--- src/rtl/serial_subtractor_pkg.sv ---
// Purpose : shared constants and state type for the bit-serial subtractor.
// Latency : n/a (package only).
// Backpressure: n/a. Optional build macro used by this block: SERIAL_SUBTRACTOR_ADD_MODE_EN.
package serial_subtractor_pkg;

  // Default operand width.
  localparam int SS_WIDTH = 4;

  // State encoding.
  localparam logic [1:0] ST_IDLE  = 2'd0;
  localparam logic [1:0] ST_SHIFT = 2'd1;
  localparam logic [1:0] ST_DONE  = 2'd2;

  typedef enum logic [1:0] {
    IDLE  = ST_IDLE,
    SHIFT = ST_SHIFT,
    DONE  = ST_DONE
  } state_t;

endpackage

--- src/rtl/full_subtractor_cell.sv ---
// Purpose : one-bit full subtractor (x - y - bi); with SERIAL_SUBTRACTOR_ADD_MODE_EN
//           it also acts as a full adder when op=0 (bi = carry-in, bo = carry-out).
// Latency : combinational. Backpressure: none.
// Ports   : x, y, bi (and op) in; diff, bo out.
module full_subtractor_cell (
`ifdef SERIAL_SUBTRACTOR_ADD_MODE_EN
  input  logic op,
`endif
  input  logic x,
  input  logic y,
  input  logic bi,
  output logic diff,
  output logic bo
);

  logic borrow;

  // Sum and difference bits are identical; only the carry/borrow chain differs.
  assign diff   = x ^ y ^ bi;
  assign borrow = (~x & y) | (~(x ^ y) & bi);

`ifdef SERIAL_SUBTRACTOR_ADD_MODE_EN
  logic carry;
  assign carry = (x & y) | ((x ^ y) & bi);
  assign bo    = op ? borrow : carry;
`else
  assign bo    = borrow;
`endif

endmodule

--- src/rtl/serial_subtractor.sv ---
// Purpose : bit-serial d = a - b - bin, LSB first, one bit per clock, single borrow flop.
//           Optional macro SERIAL_SUBTRACTOR_ADD_MODE_EN adds input op (0=add, 1=subtract).
// Latency : start accepted at edge N -> done strobe in the cycle after edge N+WIDTH.
// Backpressure: none; start is ignored while busy (SHIFT), accepted in IDLE or DONE.
// Ports   : clk, rst (sync, active high), start, a, b, bin, [op] in;
//           busy, done, d, bout out. d/bout hold until the next done or reset.
module serial_subtractor
  import serial_subtractor_pkg::*;
#(
  parameter int WIDTH = SS_WIDTH
) (
  input  logic             clk,
  input  logic             rst,
  input  logic             start,
  input  logic [WIDTH-1:0] a,
  input  logic [WIDTH-1:0] b,
  input  logic             bin,
`ifdef SERIAL_SUBTRACTOR_ADD_MODE_EN
  input  logic             op,
`endif
  output logic             busy,
  output logic             done,
  output logic [WIDTH-1:0] d,
  output logic             bout
);

  localparam int CNT_W = $clog2(WIDTH) + 1;
  localparam logic [CNT_W-1:0] LAST = CNT_W'(WIDTH - 1);

  state_t state, state_nxt;

  logic [WIDTH-1:0] ra, rb;
  // Only WIDTH-1 result bits need storing: the last bit goes straight into d.
  logic [WIDTH-2:0] rr;
  logic [WIDTH-1:0] rr_shift;
  logic             br;
  logic [CNT_W-1:0] cnt;
  logic             cell_diff, cell_bo;
  logic             load;
  logic             last;

`ifdef SERIAL_SUBTRACTOR_ADD_MODE_EN
  logic op_r;
`endif

  full_subtractor_cell u_cell (
`ifdef SERIAL_SUBTRACTOR_ADD_MODE_EN
    .op   (op_r),
`endif
    .x    (ra[0]),
    .y    (rb[0]),
    .bi   (br),
    .diff (cell_diff),
    .bo   (cell_bo)
  );

  // New bit enters at the MSB; after WIDTH shifts the LSB holds the first bit.
  assign rr_shift = {cell_diff, rr};
  assign load     = start && (state == IDLE || state == DONE);
  assign last     = (cnt == LAST);

  always_comb begin
    state_nxt = state;
    busy      = 1'b0;
    done      = 1'b0;
    case (state)
      IDLE: begin
        if (start) state_nxt = SHIFT;
      end
      SHIFT: begin
        busy = 1'b1;
        if (last) state_nxt = DONE;
      end
      DONE: begin
        done      = 1'b1;
        state_nxt = start ? SHIFT : IDLE;
      end
      default: state_nxt = IDLE;
    endcase
  end

  always_ff @(posedge clk) begin
    if (rst) begin
      state <= IDLE;
      ra    <= '0;
      rb    <= '0;
      rr    <= '0;
      br    <= 1'b0;
      cnt   <= '0;
      d     <= '0;
      bout  <= 1'b0;
`ifdef SERIAL_SUBTRACTOR_ADD_MODE_EN
      op_r  <= 1'b0;
`endif
    end else begin
      state <= state_nxt;
      if (load) begin
        ra   <= a;
        rb   <= b;
        br   <= bin;
        cnt  <= '0;
`ifdef SERIAL_SUBTRACTOR_ADD_MODE_EN
        op_r <= op;
`endif
      end else if (state == SHIFT) begin
        ra  <= ra >> 1;
        rb  <= rb >> 1;
        rr  <= rr_shift[WIDTH-1:1];
        br  <= cell_bo;
        cnt <= cnt + 1'b1;
        if (last) begin
          d    <= rr_shift;
          bout <= cell_bo;
        end
      end
    end
  end

endmodule

--- config.mk ---
export PLATFORM = sky130hd
export DESIGN_NAME = serial_subtractor
export DESIGN_NICKNAME = d
export VERILOG_FILES = /design/src/rtl/serial_subtractor_pkg.sv /design/src/rtl/full_subtractor_cell.sv /design/src/rtl/serial_subtractor.sv
export SDC_FILE = /design/constraint.sdc
export NUM_CORES = 1
export LEC_CHECK = 0
export ABC_AREA = 1
export ABC_CLOCK_PERIOD_IN_PS = 1000
export BUFFER_PORTS_ARGS = -buffer_cell sky130_fd_sc_hd__buf_4
export CAP_MARGIN = 10
export CORE_MARGIN = 4
export CORE_UTILIZATION = 40
export CTS_BUF_LIST = sky130_fd_sc_hd__clkbuf_16
export CTS_CLUSTER_DIAMETER = 150
export DETAILED_ROUTE_END_ITERATION = 7
export PLACE_DENSITY = 0.62
export SETUP_SLACK_MARGIN = 0.2
export SYNTH_ARGS = -nofsm -noshare
export SYNTH_HDL_FRONTEND = slang
export SYNTH_SLANG_ARGS = --single-unit
--- constraint.sdc ---
create_clock -name clk -period 1 [get_ports clk]
set_input_delay 0.05 -clock clk [delete_from_list [all_inputs] [get_ports clk]]
set_output_delay 0.05 -clock clk [all_outputs]
set_load 0.03 [all_outputs]
==> results.cfg <==
[outcome]
outcome = complete, but fails checks
violations = negative setup slack

[route]
routed_wl_um = 2800
ant_nets = 0
wire_per_inst_um = 13.7
post-route-drc-count = 0
viasPerCell = 4.90
drt_pass1_iterations = 4
vias = 1005
drtIter0Drc = 16

[clock_network]
cts_tree = built
holdBufCountCts = 0
ctsLongestPathBuffers = 2
numCtsBuffers = 3
clk-insertion-delay-late_ns = 0.26
h-tree-depth = 1
clock-root-buffer = clkbuf_16
clkTransAtPathRegs_ns = 0.06
cts_sinks = 22

[synth]
synth_simple_gate_area_share_pct = 31.4
synthXorXnorAreaFrac_pct = 0.920
synthArstFlopShare_pct = 0
yosys-top-cells-area = dfxtp_1, nand2_1, nor2_1
synth_cell_types = 16
synth_top_family_by_area = simple AND/OR/NAND/NOR gates
ys_dominant_reg_cell = dfxtp_1
synth_top_cell_by_area = dfxtp_1
synth_mux_area_share_pct = 0
avgSynthCellArea_um2 = 7.21
syn-num-nets = 147
synth_common_cells = nand2_1, nor2_1, dfxtp_1
postSynthCellCount = 132
yosysWarnings = 0
synth_seq_cells = 22
synth_compound_area_share_pct = 7.88
synth_top_area_share_pct = 46.3
synth-seq-area-share_pct = 46.3
synthAdderAreaFrac_pct = 4.73
synth_area_um2 = 952
synth_edf_count = 0

[timing]
fin_crit_ns = 1.15
finalSetupViolCount = 19
fin_ws_ns = -0.146
clock_skew_ns = 0.00727
period_share_pct = 115
rsz0062_at_grt = true
final_hold_viol_count = 0
tightestPinTransition_ns = 0.198
slew_viol_final = 0
fmax_mhz = 873
maxSlewHeadroom_pct = 86.6

[setup_path]
critPathRequiredTime_ns = 1.19
startpoint_type = flop
arrival_ns = 1.34
worst-path-max-fanout = 2
crit_path_end_kind = flop
path_class = reg -> reg

[cells_and_area]
seqCellArea_um2 = 457
n_fill_cell = 162
nNetsFinal = 193
diodes = 0
multi_input_area_um2 = 604
synthToLayoutAreaGrowth_pct = 74.2
drive_gt1_share_pct = 54.8

[placement]
dp_slack_ns = -0.115
finalWeightedCongestion = 0.702
hpwl_um = 1640
io_buffers = 18

[floorplanning]
initial_core_util_pct = 42.6
dieArea_um2 = 3230
core_um2 = 2230
die_width_um = 56.8
die_h_um = 56.8
rows = 17
io_pins = 19

[min_path]
min-delay-path-class = in -> reg

[flow_run]
cap_violations = 0

[grt]
antenna_found_initial = 0
grt_pass1_vias = 993
grt_pass1_wl_um = 4270
overflow = 0
grt_usage_pct = 16.9
grt_max_degree = 14

[pwr]
power_mw = 2.37
peakVddDrop_mv = 1.14
cellPowerDensity_nw_per_um2 = 1430
leakage_nw = 0.766
stage by stage:
stage / hold WS, ns / utilization, % / TNS (ns) / cell area [um^2] / std cells
floorplan: 0.109 / - / -0.543 / 997 / 132
global placement: 0.268 / 57.1 / -0.813 / 1270 / 192
detailed placement: 0.270 / 57.1 / -0.869 / 1270 / 192
CTS: 0.00531 / 68.9 / -0.929 / 1540 / 200
global route: 0.00449 / 74.3 / -2.45 / 1660 / 205
finish: 0.00420 / 74.3 / -1.41 / 1660 / 205
logic make-up (layout without fill, tap and decap cells):
| group | after synthesis | count (layout) |
|---|---|---|
| simple gates | 71 | 71 |
| fa+ha+maj | 3 | 3 |
| xor+xnor | 1 | 1 |
| compound gates | 15 | 15 |
| buf+inv | 20 | 65 |
| flops | 22 | 22 |
flip-flops by register name (all words and copies together) (netlist names):
name / flops
d: 4
ra: 4
rb: 4
cnt: 3
rr: 3
state: 2
bout: 1
br: 1
area by class of cell:
cell class              instances  share of cell area [%]
multi-input cells              90                    36.4
flip-flops and latches         22                    27.5
repair buffers                 44                    24.9
clock buffers                   3                    4.52
inverters                      17                    4.30
well taps                      28                    2.11
clock inverters                 1                   0.226
critical path, cell delays in order, from the launching register on:
cell and delay (ns):
dfxtp_2 0.32, inv_2 0.04, fa_2 0.58, o21ai_2 0.05, nor2_1 0.09
layer usage:
metal  vias up  wire length, um  track usage (%)
met5         -                0                0
met1       471             1090             19.5
met4         0               12             4.97
met3         2              114             2.76
met2        31             1580             31.4
li1        501                -                -
final timing paths:
check,start,endpoint,slack (ns),cells past startpoint
worst max register to register,br,rr[2],-0.15,4
worst min-delay path,rst,state[0],0.004,2
worst max-delay path,br,rr[2],-0.15,4
worst min register to register,rr[2],d[2],0.47,2
power breakdown:
group          total [mW]  internal, mW  switching [mW]
Clock               0.860         0.534           0.327
Sequential          0.979         0.935          0.0431
Combinational       0.531         0.264           0.266
cells in the final DEF (no fill, tap or decap), drive strengths merged:
cell / count
buf: 44
nor2: 29
nand2: 28
dfxtp: 22
inv: 18
o21ai: 9
nand3: 8
a21oi: 6
nand3b: 3
clkbuf: 3
nor3: 3
ha: 2
xor2: 1
fa: 1
repair_timing:
action | 4_1_cts | 5_1_grt
setup buffers | 4 | 5
hold endpoints to repair | 0 | 0
resized for setup | 51 | 24
pin swaps | 21 | 19
setup endpoints to repair | 27 | 27
(Power assumes the default switching activity.)
